===== src/rtl/game_round_timer_pkg.sv =====
// Shared definitions for the round timer and the top-level game state machine.
package game_round_timer_pkg;

  localparam int unsigned GAME_TIME = 60;
  localparam int unsigned SEC_W     = 7;
  localparam int unsigned BCD_W     = 4;

  typedef enum logic [1:0] {
    ST_IDLE  = 2'b00,
    ST_WAIT  = 2'b01,
    ST_GAME  = 2'b10,
    ST_SCORE = 2'b11
  } game_state_e;

  typedef enum logic [1:0] {
    TMR_IDLE    = 2'b00,
    TMR_RUN     = 2'b01,
    TMR_EXPIRED = 2'b10
  } timer_state_e;

  typedef struct packed {
    logic [BCD_W-1:0] tens;
    logic [BCD_W-1:0] ones;
  } bcd2_t;

  // Compare-ladder conversion for values 0..99; avoids a divider.
  function automatic bcd2_t bin_to_bcd2(input logic [SEC_W-1:0] val);
    bcd2_t            r;
    logic [SEC_W-1:0] rem;
    r.tens = '0;
    rem    = val;
    for (int i = 1; i <= 9; i++) begin
      if (val >= SEC_W'(10 * i)) begin
        r.tens = BCD_W'(i);
        rem    = val - SEC_W'(10 * i);
      end
    end
    r.ones = BCD_W'(rem);
    return r;
  endfunction

endpackage


===== src/rtl/bcd2_down_counter.sv =====
// Two-digit BCD down counter with load and a registered zero flag.
module bcd2_down_counter
  import game_round_timer_pkg::*;
(
  input  logic             pclk,
  input  logic             rst_d,
  input  logic             load,
  input  bcd2_t            load_val,
  input  logic             dec,
  output logic [BCD_W-1:0] tens,
  output logic [BCD_W-1:0] ones,
  output logic             zero
);

  always_ff @(posedge pclk) begin
    if (rst_d) begin
      tens <= '0;
      ones <= '0;
      zero <= 1'b1;
    end else if (load) begin
      tens <= load_val.tens;
      ones <= load_val.ones;
      zero <= (load_val == '0);
    end else if (dec && !zero) begin
      // Ones borrow wraps to 9 and takes one from tens.
      if (ones == BCD_W'(0)) begin
        ones <= BCD_W'(9);
        tens <= tens - BCD_W'(1);
      end else begin
        ones <= ones - BCD_W'(1);
      end
      zero <= (tens == BCD_W'(0)) && (ones == BCD_W'(1));
    end
  end

endmodule


===== src/rtl/game_round_timer.sv =====
// Round countdown for the GAME phase: 1 s prescaler, binary/BCD seconds, expiry and warning.
module game_round_timer
  import game_round_timer_pkg::*;
#(
  parameter int unsigned CLK_FREQ  = 40_000_000,
  parameter int unsigned MAX_TIME  = 99,
  parameter int unsigned WARN_TIME = 10,
  parameter logic [1:0]  GAME_CODE = 2'b10
) (
  input  logic             pclk,
  input  logic             rst_d,
  input  logic [1:0]       state_in,
  input  logic [7:0]       time_in,
  input  logic             pause,
  output logic             end_of_time,
  output logic             sec_tick,
  output logic [SEC_W-1:0] sec_left,
  output logic [BCD_W-1:0] sec_tens,
  output logic [BCD_W-1:0] sec_ones,
  output logic             warn,
  output logic             running
);

  localparam int unsigned      PRE_W    = (CLK_FREQ > 1) ? $clog2(CLK_FREQ) : 1;
  localparam logic [PRE_W-1:0] PRE_TC   = PRE_W'(CLK_FREQ - 1);
  localparam logic [SEC_W-1:0] MAX_SEC  = SEC_W'(MAX_TIME);
  localparam logic [SEC_W-1:0] WARN_SEC = SEC_W'(WARN_TIME);

  timer_state_e     state, state_n;
  logic [PRE_W-1:0] prescaler, prescaler_n;
  logic [SEC_W-1:0] sec_n, load_sec;
  bcd2_t            load_bcd;
  logic             eot_n, tick_n, running_n, warn_n, bcd_load, bcd_zero, in_game;

  assign in_game  = (state_in == GAME_CODE);
  assign load_sec = (time_in > 8'(MAX_TIME)) ? MAX_SEC : time_in[SEC_W-1:0];
  assign load_bcd = bin_to_bcd2(load_sec);

  bcd2_down_counter u_bcd (
    .pclk     (pclk),
    .rst_d    (rst_d),
    .load     (bcd_load),
    .load_val (load_bcd),
    .dec      (tick_n),
    .tens     (sec_tens),
    .ones     (sec_ones),
    .zero     (bcd_zero)
  );

  // Next-state and next-output logic; priority is exit > pause > tick.
  always_comb begin
    state_n     = state;
    prescaler_n = prescaler;
    sec_n       = sec_left;
    eot_n       = end_of_time;
    tick_n      = 1'b0;
    bcd_load    = 1'b0;
    case (state)
      TMR_IDLE: begin
        if (in_game) begin
          state_n     = TMR_RUN;
          sec_n       = load_sec;
          prescaler_n = '0;
          bcd_load    = 1'b1;
          eot_n       = 1'b0;
        end
      end
      TMR_RUN: begin
        if (!in_game) begin
          state_n = TMR_IDLE;
        end else if (bcd_zero) begin
          state_n = TMR_EXPIRED;
          eot_n   = 1'b1;
        end else if (!pause) begin
          if (prescaler == PRE_TC) begin
            prescaler_n = '0;
            tick_n      = 1'b1;
            sec_n       = sec_left - SEC_W'(1);
            if (sec_left == SEC_W'(1)) begin
              state_n = TMR_EXPIRED;
              eot_n   = 1'b1;
            end
          end else begin
            prescaler_n = prescaler + PRE_W'(1);
          end
        end
      end
      TMR_EXPIRED: begin
        if (!in_game) begin
          state_n = TMR_IDLE;
          eot_n   = 1'b0;
        end
      end
      default: state_n = TMR_IDLE;
    endcase
    running_n = (state_n == TMR_RUN);
    warn_n    = running_n && (sec_n <= WARN_SEC) && (sec_n != '0);
  end

  always_ff @(posedge pclk) begin
    if (rst_d) begin
      state       <= TMR_IDLE;
      prescaler   <= '0;
      end_of_time <= 1'b0;
      sec_tick    <= 1'b0;
      sec_left    <= '0;
      warn        <= 1'b0;
      running     <= 1'b0;
    end else begin
      state       <= state_n;
      prescaler   <= prescaler_n;
      end_of_time <= eot_n;
      sec_tick    <= tick_n;
      sec_left    <= sec_n;
      warn        <= warn_n;
      running     <= running_n;
    end
  end

endmodule


===== config.mk =====
export PLATFORM = sky130hd
export DESIGN_NAME = game_round_timer
export DESIGN_NICKNAME = d
export VERILOG_FILES = /design/src/rtl/game_round_timer_pkg.sv /design/src/rtl/bcd2_down_counter.sv /design/src/rtl/game_round_timer.sv
export SDC_FILE = /design/constraint.sdc
export NUM_CORES = 1
export LEC_CHECK = 0
export CAP_MARGIN = 25
export CORE_MARGIN = 2
export CORE_UTILIZATION = 35
export CTS_BUF_LIST = sky130_fd_sc_hd__clkbuf_4
export DETAILED_ROUTE_END_ITERATION = 12
export GPL_ROUTABILITY_DRIVEN = 0
export PLACE_DENSITY_LB_ADDON = 0.25
export SYNTH_ARGS = -nofsm -noshare
export SYNTH_HDL_FRONTEND = slang
export SYNTH_SLANG_ARGS = --single-unit
export TNS_END_PERCENT = 100

===== constraint.sdc =====
create_clock -name pclk -period 7.48 [get_ports pclk]
set_input_delay 0.748 -clock pclk [delete_from_list [all_inputs] [get_ports pclk]]
set_output_delay 0.748 -clock pclk [all_outputs]
set_load 0.01 [all_outputs]

# After elaboration in Yosys (flattened, before gate mapping)
# Index checks and enable logic that the tools add are counted.
# word_totals
ff_bits,48
input_bits,13
output_inout_bits,19
word_cells,128
# op_classes
add_sub_neg,13
n_lt_le_gt_ge,11
eq_ne,15
mux,62
n_reduce_logical,17
# ops
cell,count
26-bit 2-to-1 mux,5
4-bit 2-to-1 mux,23
26-bit one-hot mux with 2 select lines,1
7-bit 2-to-1 mux,6
"26-bit by 1-bit adder with 26-bit output, second input constant",1
"26-bit == test, second input constant",1
"7-bit by 6-bit >= comparator with 1-bit output, second input constant",3
"7-bit >= comparator, second input constant",3
"4-bit subtractor, second input constant",5
1-bit 2-to-1 mux,17
"7-bit by 5-bit >= comparator with 1-bit output, second input constant",2
2-bit 2-to-1 mux,7
7-bit one-hot mux with 2 select lines,1
"4-bit by 1-bit subtractor with 4-bit output, second input constant",3
"2-bit != test, second input constant",5
"3-bit by 2-bit != test with 1-bit output, second input constant",3
"8-bit by 7-bit greater-than comparator with 1-bit output, second input constant",1
4-bit logical NOT,2
8-bit logical NOT,1
"4-bit by 3-bit subtractor with 4-bit output, second input constant",2
"7-bit by 1-bit == test with 1-bit output, second input constant",1
"7-bit by 4-bit >= comparator with 1-bit output, second input constant",1
"7-bit by 4-bit <= comparator with 1-bit output, second input constant",1
7-bit AND reduction,1
other kinds (15),22

# Longest topological paths before layout
# Gate-level depths: netlist of the first run.
# depth
depth_word,14
ltp_mapped,9
depth_no_buf,8

# Cells and area by module
# A second synthesis of the first run with hierarchy kept.
# unflattened
cells_unflattened,432
hier_area_um2,3326.9
# by_module_without_submodules
module,n_inst,cells_each,area_per_inst_um2,seq_area_each_um2
game_round_timer,1,371,2802.7,780.7
bcd2_down_counter,1,61,524.3,180.2

# Worst setup path before layout of the first run
# OpenSTA, ideal clock, no wires.
# synth_timing
kind,register -> register
startpoint,register prescaler[10]
endpoint,register warn
setup_time_ns,0.086
arrival_time_ns,2.719
required_time_ns,7.394
slack_ns,4.674
stages_incl_launch_ff,9
path_buffers,1
period_less_slack_ns,2.806
cell_sequence,dfxtp_1 buf_6 or4b_1 or4_4 nor3_2 mux2_1 a221oi_1 o21ai_0 a221oi_2
# synth_via
elab_chain_len,9
elab_cells_between_ends,16
classes_between,order compare: 1; eq/ne: 2; mux: 10; reduce/logical: 3
# synth_rtl
item,line_no,source
start: declaration,game_round_timer.sv:30,"logic [PRE_W-1:0] prescaler, prescaler_n;"
start signal: assignment,game_round_timer.sv:111,prescaler <= prescaler_n;
26-bit == test (*),game_round_timer.sv:75,if (prescaler == PRE_TC) begin
7-bit 2-to-1 mux or 2-bit 2-to-1 mux (tied branches),game_round_timer.sv:75,
7-bit 2-to-1 mux or 2-bit 2-to-1 mux (tied branches),game_round_timer.sv:74,end else if (!pause) begin
7-bit 2-to-1 mux or 2-bit 2-to-1 mux (tied branches),game_round_timer.sv:71,end else if (bcd_zero) begin
7-bit 2-to-1 mux or 2-bit 2-to-1 mux (tied branches),game_round_timer.sv:69,if (!in_game) begin
7-bit one-hot mux with 2 select lines or 2-bit one-hot mux with 3 select lines (tied branches),game_round_timer.sv:58,case (state)
7-bit by 4-bit <= comparator with 1-bit output or 2-bit by 1-bit == test with 1-bit output (tied branches),"game_round_timer.sv:97, game_round_timer.sv:96",
1-bit logical AND,game_round_timer.sv:97,warn_n = running_n && (sec_n <= WARN_SEC) && (sec_n != '0);
1-bit logical AND (*),game_round_timer.sv:97,
end signal: assignment,game_round_timer.sv:115,warn <= warn_n;
end: declaration,game_round_timer.sv:20,"output logic warn,"
# Mark *: on every way between the ends. The rest lies on a longest branch, timed or not.
# A chain may end at the register's enable or synchronous reset.

# Final worst setup path of the first run
# layout_timing
startpoint,input port time_in[2]
endpoint,register warn
# layout_via
elab_chain_len,7
elab_cells_between_ends,8
classes_between,order compare: 2; mux: 3; reduce/logical: 3
# layout_rtl
item,line_no,source
start: declaration,game_round_timer.sv:13,"input logic [7:0] time_in,"
8-bit by 7-bit greater-than comparator with 1-bit output,game_round_timer.sv:36,assign load_sec = (time_in > 8'(MAX_TIME)) ? MAX_SEC : time_in[SEC_W-1:0];
7-bit 2-to-1 mux (*),game_round_timer.sv:36,
7-bit 2-to-1 mux (*),game_round_timer.sv:60,if (in_game) begin
7-bit one-hot mux with 2 select lines (*),game_round_timer.sv:58,
7-bit by 4-bit <= comparator with 1-bit output,game_round_timer.sv:97,
1-bit logical AND,game_round_timer.sv:97,
1-bit logical AND (*),game_round_timer.sv:97,
# Marked as above.

==> results of run 1 <==
[final timing paths]
check,depth (start not counted),to,startpoint,slack [ns]
worst min register to register,2,prescaler[25]$_SDFFE_PP0P_,prescaler[25]$_SDFFE_PP0P_,0.52
worst max-delay path,8,warn$_SDFF_PP0_,time_in[2],4.11
worst max register to register,7,warn$_SDFF_PP0_,prescaler[15]$_SDFFE_PP0P_,4.30
worst min-delay path,2,prescaler[25]$_SDFFE_PP0P_,prescaler[25]$_SDFFE_PP0P_,0.52
[synth_stat cells, drive strengths merged (4+ instances only)]
cell     n
nor4b    4
ha       4
nor2    65
and3     7
nor2b    5
a31oi    7
nor3b    4
o21a     4
clkbuf  18
nand4    8
buf      5
nand2b   6
o21ai   26
xor2     9
dfxtp   48
xnor2   12
a211oi   8
nand3   17
or2      5
nor4     6
or4      6
or3      5
nand2   43
a21oi   34
nor3    15
inv     17
and2     5
[layer usage]
layer | share of wire [%] | vias up | GRT usage [%]
li1 | - | 1644 | -
met1 | 49 | 1549 | 26.67
met2 | 44 | 108 | 27.57
met3 | 5.7 | 8 | 2.855
met4 | 1.1 | 0 | 4.110
met5 | 0 | - | 0
[kinds of logic after synthesis]
kind of cell,after synthesis,share of synthesized area [%]
flops,48,29.71
mux,3,0.9671
simple gates,210,33.39
fa+ha+maj,4,1.547
xor+xnor,21,5.687
compound gates,117,23.83
buf+inv,40,4.874
[cell type report]
type / count / area, um2
fillers: 965 / 5456
flip-flops and latches: 48 / 960.9
repair buffers: 32 / 317.8
multi-input cells: 355 / 2116
clock inverters: 3 / 17.52
inverters: 17 / 63.81
well taps: 111 / 138.9
clock buffers: 5 / 37.54
[sequential cells by signal (all words and copies together) (netlist names)]
| name | count |
|---|---|
| end_of_time | 1 |
| prescaler | 26 |
| running | 1 |
| sec_left | 7 |
| sec_tick | 1 |
| state | 2 |
| u_bcd.ones | 4 |
| u_bcd.tens | 4 |
| u_bcd.zero | 1 |
| warn | 1 |
[worst max-delay path, cell delays in order]
cell,delay (ns)
clkdlybuf4s50_1,0.80
o311ai_1,0.63
nand2_1,0.18
o21ai_0,0.37
nand2_1,0.09
o21ai_0,0.35
o21ai_0,0.18
a221oi_2,0.30
[power groups by stage]
stage                     Combinational (mW)  Clock [mW]  Sequential, mW
after floorplan                       0.0785           0           0.280
after global placement                 0.120           0           0.280
after detailed placement               0.120           0           0.280
after CTS                              0.121       0.129           0.274
after global routing                   0.135       0.141           0.276
final                                  0.122       0.125           0.275
[layout by cell type, fill, tap and decap left out, types with 4 or more instances in the layout]
cell              n
nand4_1           8
o21a_1            4
nor4_1            5
clkbuf_4          5
nor3_1           14
nor2b_1           5
nor4b_1           4
xor2_1            9
or3_1             5
and2_1            4
nand3_1          17
a31oi_1           7
or4_1             5
nor2_1           65
nor3b_1           4
and3_1            7
nand2_1          43
nand2b_1          6
dfxtp_1          48
o21ai_0          23
a21oi_1          34
inv_1            17
a211oi_1          8
clkdlybuf4s50_1  31
xnor2_1          12
ha_1              4
[through the flow]
stage | std cells | cell area [um2] | hold slack, ns
2_1_floorplan | 443 | 3234 | 0.4619
3_3_place_gp | 563 | 3597 | 0.4874
4_1_cts | 571 | 3652 | 0.5158
3_5_place_dp | 563 | 3597 | 0.4958
5_1_grt | 571 | 3652 | 0.5559
6_report | 571 | 3652 | 0.5204
==> results.ini, run 1 <==
[clock_network]
cts.root.buffer_cell=clkbuf_4
insertion_delay_ns=0.36
cts.sinks=48
holdBufCountCts=0
post_cts_buffers=0
cts_tree=yes
cts_buffers=5
clockBufferDepth=2
cts-resized-gates=0
htree_levels=2
clkTransAtPathRegs_ns=0.15

[synthesis]
ys_seq_area_share_pct=29.71
ys_types=68
ys_ff_latch=48
synth_edf_count=0
synth_top_flop_cell=dfxtp_1
synth_nets=460
synth_top_cell_area_share_pct=29.71
yosysTopAreaCell=dfxtp_1
netlist_instances=443
syn_avg_cell_area_um2=7.301
synthTopCellsByArea=dfxtp_1 30%, nor2_1 7.5%, a21oi_1 5.3%
yosys_warnings=0
synthesis.area_um2=3234
async_flop_share_pct=0

[setup_path]
cp.required_ns=7.77
cp-end-kind=flip-flop
critical_path.max_fanout=21
critPathArrivalTime_ns=3.66
criticalPathCategory=input pin to flip-flop
startpoint_type=input pin

[timing]
max_freq_mhz=296.7
fin_ws_ns=4.110
period_minus_slack_ns=3.370
hold_viol=0
finalMaxSlewViolations=0
worstMarginPinSlew_ns=0.8642
finClkSkew_ns=0.003816
finalCritPeriodShare_pct=45.06
setup_viol=0
rsz0062_at_grt=no
relSlewSlack_pct=42.39
tns_ns=0

[place]
port_buffers=31
dp_hpwl_um=6489
preCtsSetupSlack_ns=3.760

[power_and_ir_drop]
p_per_area_nw_per_um2=142.8
ir_drop_mv=0.06700
combPwrFrac_pct=23.4
p_clk_share_pct=24.0
p_seq_share_pct=52.7
fin_total_pwr_mw=0.5217
p_sw_share_pct=32.77
p_int_mw=0.3507
p_sw_mw=0.1710
leakage_nw=1.203

[die]
chipHeight_um=100.1
design.die.area_um2=10030
ioPinCount=32
rows=35
die_x_um=100.1
core_um2=9109
initial_core_util_pct=35.51

[route]
detail_route.wirelength_um=8834
drt_iter0_drc=200
ant_nets=0
drt_pass1_iterations=5
drc_errors=0
vias=3309
detail_route.vias_per_cell=5.795
post_drt_wl_per_cell_um=15.47

[global_route]
antenna_found_initial=0
grt_pass1_vias=3069
grt_max_degree=25
grt_pass1_wl_um=14970
grt.overflow.total=0
gr-usage-all-layers_pct=18.05

[cells_and_area]
drive_gt1_share_pct=4.130
final_nets=476
fin_util_pct=40.10
syn_to_final_growth_pct=12.92
antenna_cells=0

[worst_hold_path]
hold_path.class=flip-flop to flip-flop

[run_status]
status=finished clean

[flow_run]
drv_cap=0

No activity file was read; power rests on OpenSTA's default activity.
==> run 2, diff against run 1 <==
==> constraint.sdc (replaced) <==
create_clock -name pclk -period 3.3 [get_ports pclk]
set_input_delay 0.33 -clock pclk [delete_from_list [all_inputs] [get_ports pclk]]
set_output_delay 0.33 -clock pclk [all_outputs]
set_load 0.01 [all_outputs]
==> run 2 against run 1 <==
Effect of this change: sequential share of layout area down 0.93 points; non-clock buffer count rose by 11; wire length rose by 2.6%; largest cell class unchanged.
==> results.ini, run 2 (synthesized netlist as in run 1, its figures left out) <==
[timing]
max_freq_mhz=326.6
hold_viol=0  ; unchanged
setup_viol=0  ; unchanged
finalCritPeriodShare_pct=92.79
finClkSkew_ns=0.02213  ; +0.01831 ns
rsz0062_at_grt=no
worstMarginPinSlew_ns=0.7541  ; -0.1101 ns
period_minus_slack_ns=3.062
relSlewSlack_pct=48.93  ; +6.5 points
tns_ns=0  ; unchanged
finalMaxSlewViolations=0  ; unchanged

[setup_path]
critPathArrivalTime_ns=3.36  ; -0.30 ns
criticalPathCategory=flip-flop to flip-flop
cp-end-kind=flip-flop
path_cells=or4bb_1, or4_4, nor3_2, mux2_1, a221oi_1, o21ai_0, a221oi_2
startpoint_type=flip-flop
slowest_stage=or4_4
max_stage_delay_ns=0.55  ; -0.25 ns
cp.required_ns=3.60  ; -4.17 ns
critical_path.max_fanout=5  ; -76%

[clock_network]
cts-resized-gates=0  ; unchanged
holdBufCountCts=0  ; unchanged
cts.root.buffer_cell=clkbuf_4
htree_levels=2  ; unchanged
clockBufferDepth=2  ; unchanged
cts.sinks=48  ; unchanged
cts_tree=yes
cts_buffers=5  ; unchanged
insertion_delay_ns=0.38  ; +0.02 ns
post_cts_buffers=0  ; unchanged
clkTransAtPathRegs_ns=0.17  ; +0.02 ns

[flow_run]
drv_cap=0  ; unchanged

[die]
die_x_um=100.1  ; unchanged
design.die.area_um2=10030  ; unchanged
ioPinCount=32  ; unchanged
chipHeight_um=100.1  ; unchanged
core_um2=9109  ; unchanged
initial_core_util_pct=35.51  ; unchanged
rows=35  ; unchanged

[cells_and_area]
top_regs=prescaler: 26 flops, sec_left: 7 flops
layout_common_cells=65 x nor2_1, 48 x dfxtp_1, 43 x nand2_1
regMostFlops=prescaler
final_common_cell=nor2_1
largest_register_ffs=26  ; unchanged
antenna_cells=0  ; unchanged
postLayoutCellArea_um2=3786  ; +3.7%
syn_to_final_growth_pct=17.06
drive_gt1_share_pct=6.582  ; +2.5 points
final_nets=487  ; +2.3%

[power_and_ir_drop]
p_per_area_nw_per_um2=359.5  ; +150%
leakage_nw=1.277  ; +6.2%
ir_drop_mv=0.2260  ; +240%

[global_route]
grt_pass1_vias=3197  ; +4.2%
antenna_found_initial=0  ; unchanged
gr-usage-all-layers_pct=18.24  ; +0.20 points
grt_pass1_wl_um=15300  ; +2.2%
grt_max_degree=25  ; unchanged
grt.overflow.total=0  ; unchanged

[place]
dp_hpwl_um=6660  ; +2.6%
placed_area_um2=3680  ; +2.3%
port_buffers=31  ; unchanged

[route]
drt_pass1_iterations=5  ; unchanged
detail_route.vias_per_cell=5.789  ; -0.11%
detail_route.wirelength_um=9063  ; +2.6%
drt_iter0_drc=251  ; +26%
vias=3369  ; +1.8%
ant_nets=0  ; unchanged
post_drt_wl_per_cell_um=15.57  ; +0.65%
drc_errors=0  ; unchanged

[run_status]
status=finished clean

[worst_hold_path]
hold_path.class=flip-flop to flip-flop

[run 2: changes by cell type in the layout (fill, tap and decap cells not counted), sizes merged]
cell,change
clkinv,-2
bufinv,+2
buf,+11
[run 2: power by group]
| part | leakage [nW] | switching (mW) | total [mW] | internal (mW) |
|---|---|---|---|---|
| combinational | 0.832 | 0.165 | 0.289 | 0.123 |
| clock | 0.0558 | 0.211 | 0.450 | 0.239 |
| sequential | 0.390 | 0.0248 | 0.623 | 0.598 |
[run 2: area by class of cell]
class / instances / area, um2
inverter: 17 / 63.81
fill: 957 / 5323
timing repair buffer: 43 / 400.4
clock buffer: 5 / 37.54
tap: 111 / 138.9
clock inverter: 3 / 68.82
multi-input combinational: 355 / 2116
sequential: 48 / 960.9
[run 2: through the flow]
step / setup WS [ns] / instances / hold WS (ns) / utilization (%) / power, mW
final: 0.2378 / 582 / 0.5160 / 41.57 / 1.361
after global routing: 0.07924 / 582 / 0.5455 / 41.57 / 1.435
after CTS: 0.2317 / 582 / 0.5186 / 41.57 / 1.371
after detailed placement: 0.2668 / 574 / 0.4974 / 40.40 / 0.9192
after global placement: 0.3493 / 574 / 0.4839 / 40.40 / 0.9190
after floorplan: 0.4945 / 443 / 0.4619 / - / 0.8117
[run 2: per-layer routing]
| layer | track usage, % | routed length (um) |
|---|---|---|
| met1 | 25.97 | 4364 |
| met2 | 29.32 | 4127 |
| met3 | 2.646 | 468 |
| met4 | 3.899 | 102 |
| met5 | 0 | 0 |
[run 2: path summary, 6_finish.rpt]
| check | slack [ns] | end | startpoint | cells past startpoint |
|---|---|---|---|---|
| worst min-delay path | 0.52 | prescaler[1]$_SDFFE_PP0P_ | prescaler[1]$_SDFFE_PP0P_ | 2 |
| worst min register to register | 0.52 | prescaler[1]$_SDFFE_PP0P_ | prescaler[1]$_SDFFE_PP0P_ | 2 |
| worst max-delay path | 0.24 | warn$_SDFF_PP0_ | prescaler[25]$_SDFFE_PP0P_ | 7 |
| worst max register to register | 0.24 | warn$_SDFF_PP0_ | prescaler[25]$_SDFFE_PP0P_ | 7 |
[run 2: worst max-delay path: cells and delay by family, from the launching register on]
family / cells / cell delay [ns]
simple gates: 3 / 1.42
compound gates: 3 / 0.80
flops: 1 / 0.40
mux: 1 / 0.36
==> run 3, diff against run 2 <==
--- a/config.mk
+++ b/config.mk
@@ -7,7 +7,7 @@
 export LEC_CHECK = 0
 export CAP_MARGIN = 25
 export CORE_MARGIN = 2
-export CORE_UTILIZATION = 35
+export CORE_UTILIZATION = 59
 export CTS_BUF_LIST = sky130_fd_sc_hd__clkbuf_4
 export DETAILED_ROUTE_END_ITERATION = 12
 export GPL_ROUTABILITY_DRIVEN = 0
==> run 3 against run 2 <==
Effect of this change: final area fell by 2.5%; global-route usage rose by 11 points; wire length fell by 6.3%; sequential power about the same; critical path depth stayed put; hold slack got worse by 0.0063 ns; clock-buffer cell count stayed put; register-to-register slack about the same; sequential share of layout area rose by 0.65 points.
==> results.ini, run 3 (synthesized netlist as in run 1, its figures left out) <==
[setup_path]
crit_family=simple AND/OR/NAND/NOR gates
cp-end-kind=flip-flop
cp.buffers_inverters=0  ; unchanged
criticalPathCategory=flip-flop to flip-flop
startpoint_type=flip-flop
cp.required_ns=3.59  ; about the same
critPathArrivalTime_ns=3.37  ; about the same
slowest_stage=or4bb_1
max_stage_delay_ns=0.55  ; about the same
reg2regPathDepth=7  ; unchanged
path_cells=or4bb_1, or4_4, nor3_2, mux2_1, a221oi_1, o21ai_0, a221oi_2
critical_path.max_fanout=5  ; unchanged
worst-path-stages=7  ; unchanged

[cells_and_area]
largest_register_ffs=26  ; unchanged
syn_to_final_growth_pct=14.12
top_regs=prescaler: 26 flops, sec_left: 7 flops
fin_cells=542  ; -6.9%
regMostFlops=prescaler
antenna_cells=0  ; unchanged
layout_common_cells=65 x nor2_1, 48 x dfxtp_1, 43 x nand2_1
final_common_cell=nor2_1
final_nets=488  ; +0.21%
drive_gt1_share_pct=6.568  ; -0.014 points
fill_cells=452  ; -53%
fin_util_pct=70.91  ; +29 points

[die]
design.die.area_um2=6090  ; -39%
die_x_um=78.04  ; -22%
ioPinCount=32  ; unchanged
initial_core_util_pct=62.14  ; +27 points
core_um2=5205  ; -43%
rows=26  ; -26%
chipHeight_um=78.04  ; -22%

[global_route]
grt_max_degree=25  ; unchanged
grt_pass1_wl_um=14660  ; -4.2%
grt_pass1_vias=3182  ; -0.47%
antenna_found_initial=0  ; unchanged
gr-usage-all-layers_pct=29.16  ; +11 points
grt.overflow.total=0  ; unchanged

[clock_network]
holdBufCountCts=0  ; unchanged
htree_levels=2  ; unchanged
clockBufferDepth=2  ; unchanged
cts_tree=yes
clkTransAtPathRegs_ns=0.14  ; -0.03 ns
insertion_delay_ns=0.37  ; about the same
cts.root.buffer_cell=clkbuf_4
post_cts_buffers=0  ; unchanged
cts-resized-gates=0  ; unchanged
cts_buffers=5  ; unchanged
cts.sinks=48  ; unchanged

[route]
ant_nets=0  ; unchanged
drc_errors=0  ; unchanged
post_drt_wl_per_cell_um=15.66  ; +0.58%
detail_route.vias_per_cell=6.426  ; +11%
vias=3483  ; +3.4%
drt_pass1_iterations=7  ; +2
drt_iter0_drc=370  ; +47%
detail_route.wirelength_um=8489  ; -6.3%

[power_and_ir_drop]
p_int_mw=0.8045  ; -16%
combPwrFrac_pct=24.3  ; +3.1 points
ir_drop_mv=0.1970  ; -13%
p_sw_mw=0.3815  ; -4.9%
leakage_nw=1.261  ; -1.3%
p_per_area_nw_per_um2=321.3  ; -11%
p_clk_share_pct=23.4  ; -9.6 points
p_seq_share_pct=52.4  ; +6.6 points
p_sw_share_pct=32.16  ; +2.7 points

[flow_run]
drv_cap=0  ; unchanged

[place]
dp.cells=534  ; -7.0%
preCtsSetupSlack_ns=0.2187  ; -0.04811 ns
dp_hpwl_um=6351  ; -4.6%
port_buffers=31  ; unchanged

[timing]
period_minus_slack_ns=3.072  ; +0.01017 ns
finalMaxSlewViolations=0  ; unchanged
max_freq_mhz=325.5  ; -0.33%
finalCritPeriodShare_pct=93.10  ; +0.31 points
hold_viol=0  ; unchanged
setup_viol=0  ; unchanged
worstMarginPinSlew_ns=0.7953  ; +0.04111 ns
finClkSkew_ns=0.009679  ; -0.01245 ns
fin_ws_ns=0.2277  ; -0.01017 ns
rsz0062_at_grt=no
tns_ns=0  ; unchanged
holdWs_ns=0.5098  ; -0.006292 ns
relSlewSlack_pct=46.82  ; -2.1 points

[run_status]
status=finished clean

[worst_hold_path]
worstHoldPathCells=2  ; unchanged
hold_path.class=flip-flop to flip-flop

-- run 3: changes by cell type in the layout (fill, tap and decap cells not counted), sizes merged --
cell	change
buf	+1
bufinv	-2
clkinv	+2
-- run 3: worst paths after layout --
check                                                 from                         to  slack [ns]
worst min register to register   prescaler[1]$_SDFFE_PP0P_  prescaler[1]$_SDFFE_PP0P_        0.51
worst min-delay path             prescaler[1]$_SDFFE_PP0P_  prescaler[1]$_SDFFE_PP0P_        0.51
worst max register to register  prescaler[15]$_SDFFE_PP0P_            warn$_SDFF_PP0_        0.23
worst max-delay path            prescaler[15]$_SDFFE_PP0P_            warn$_SDFF_PP0_        0.23
-- run 3: power by group through the flow --
stage	Clock [mW]	Combinational, mW	Sequential [mW]
2_1_floorplan	0	0.178	0.634
3_3_place_gp	0	0.277	0.633
3_5_place_dp	0	0.281	0.633
4_1_cts	0.279	0.284	0.621
5_1_grt	0.311	0.316	0.625
6_report	0.277	0.288	0.621
-- run 3: through the flow --
step                      power, mW  instance area [um2]
after CTS                     1.183                 3691
after global routing          1.253                 3691
after floorplan              0.8117                 3234
after detailed placement     0.9142                 3636
after global placement       0.9100                 3636
final                         1.186                 3691
-- run 3: layout make-up --
class                      instances  area (um2)  share of cell area (%)
inverter                          17       63.81                   1.729
tap                               70       87.58                   2.373
timing repair buffer              44       407.9                   11.05
clock inverter                     3       17.52                  0.4746
sequential                        48       960.9                   26.03
clock buffer                       5       37.54                   1.017
multi-input combinational        355        2116                   57.32
-- run 3: tightest hold or removal path: cells and delay by family, from the launching register on --
kind,cells,cell delay (ns)
AO/OA/AOI/OAI,1,0.06
AND/OR/NAND/NOR,1,0.06
flip-flops,1,0.36
-- run 3: layer usage --
metal / global-route usage, % / part of all wire, % / vias to the layer above
met5: 0 / 0 / -
met4: 10.35 / 2.7 / 0
met3: 4.828 / 9.4 / 29
met2: 43.88 / 44 / 199
met1: 42.17 / 44 / 1580
li1: - / - / 1675
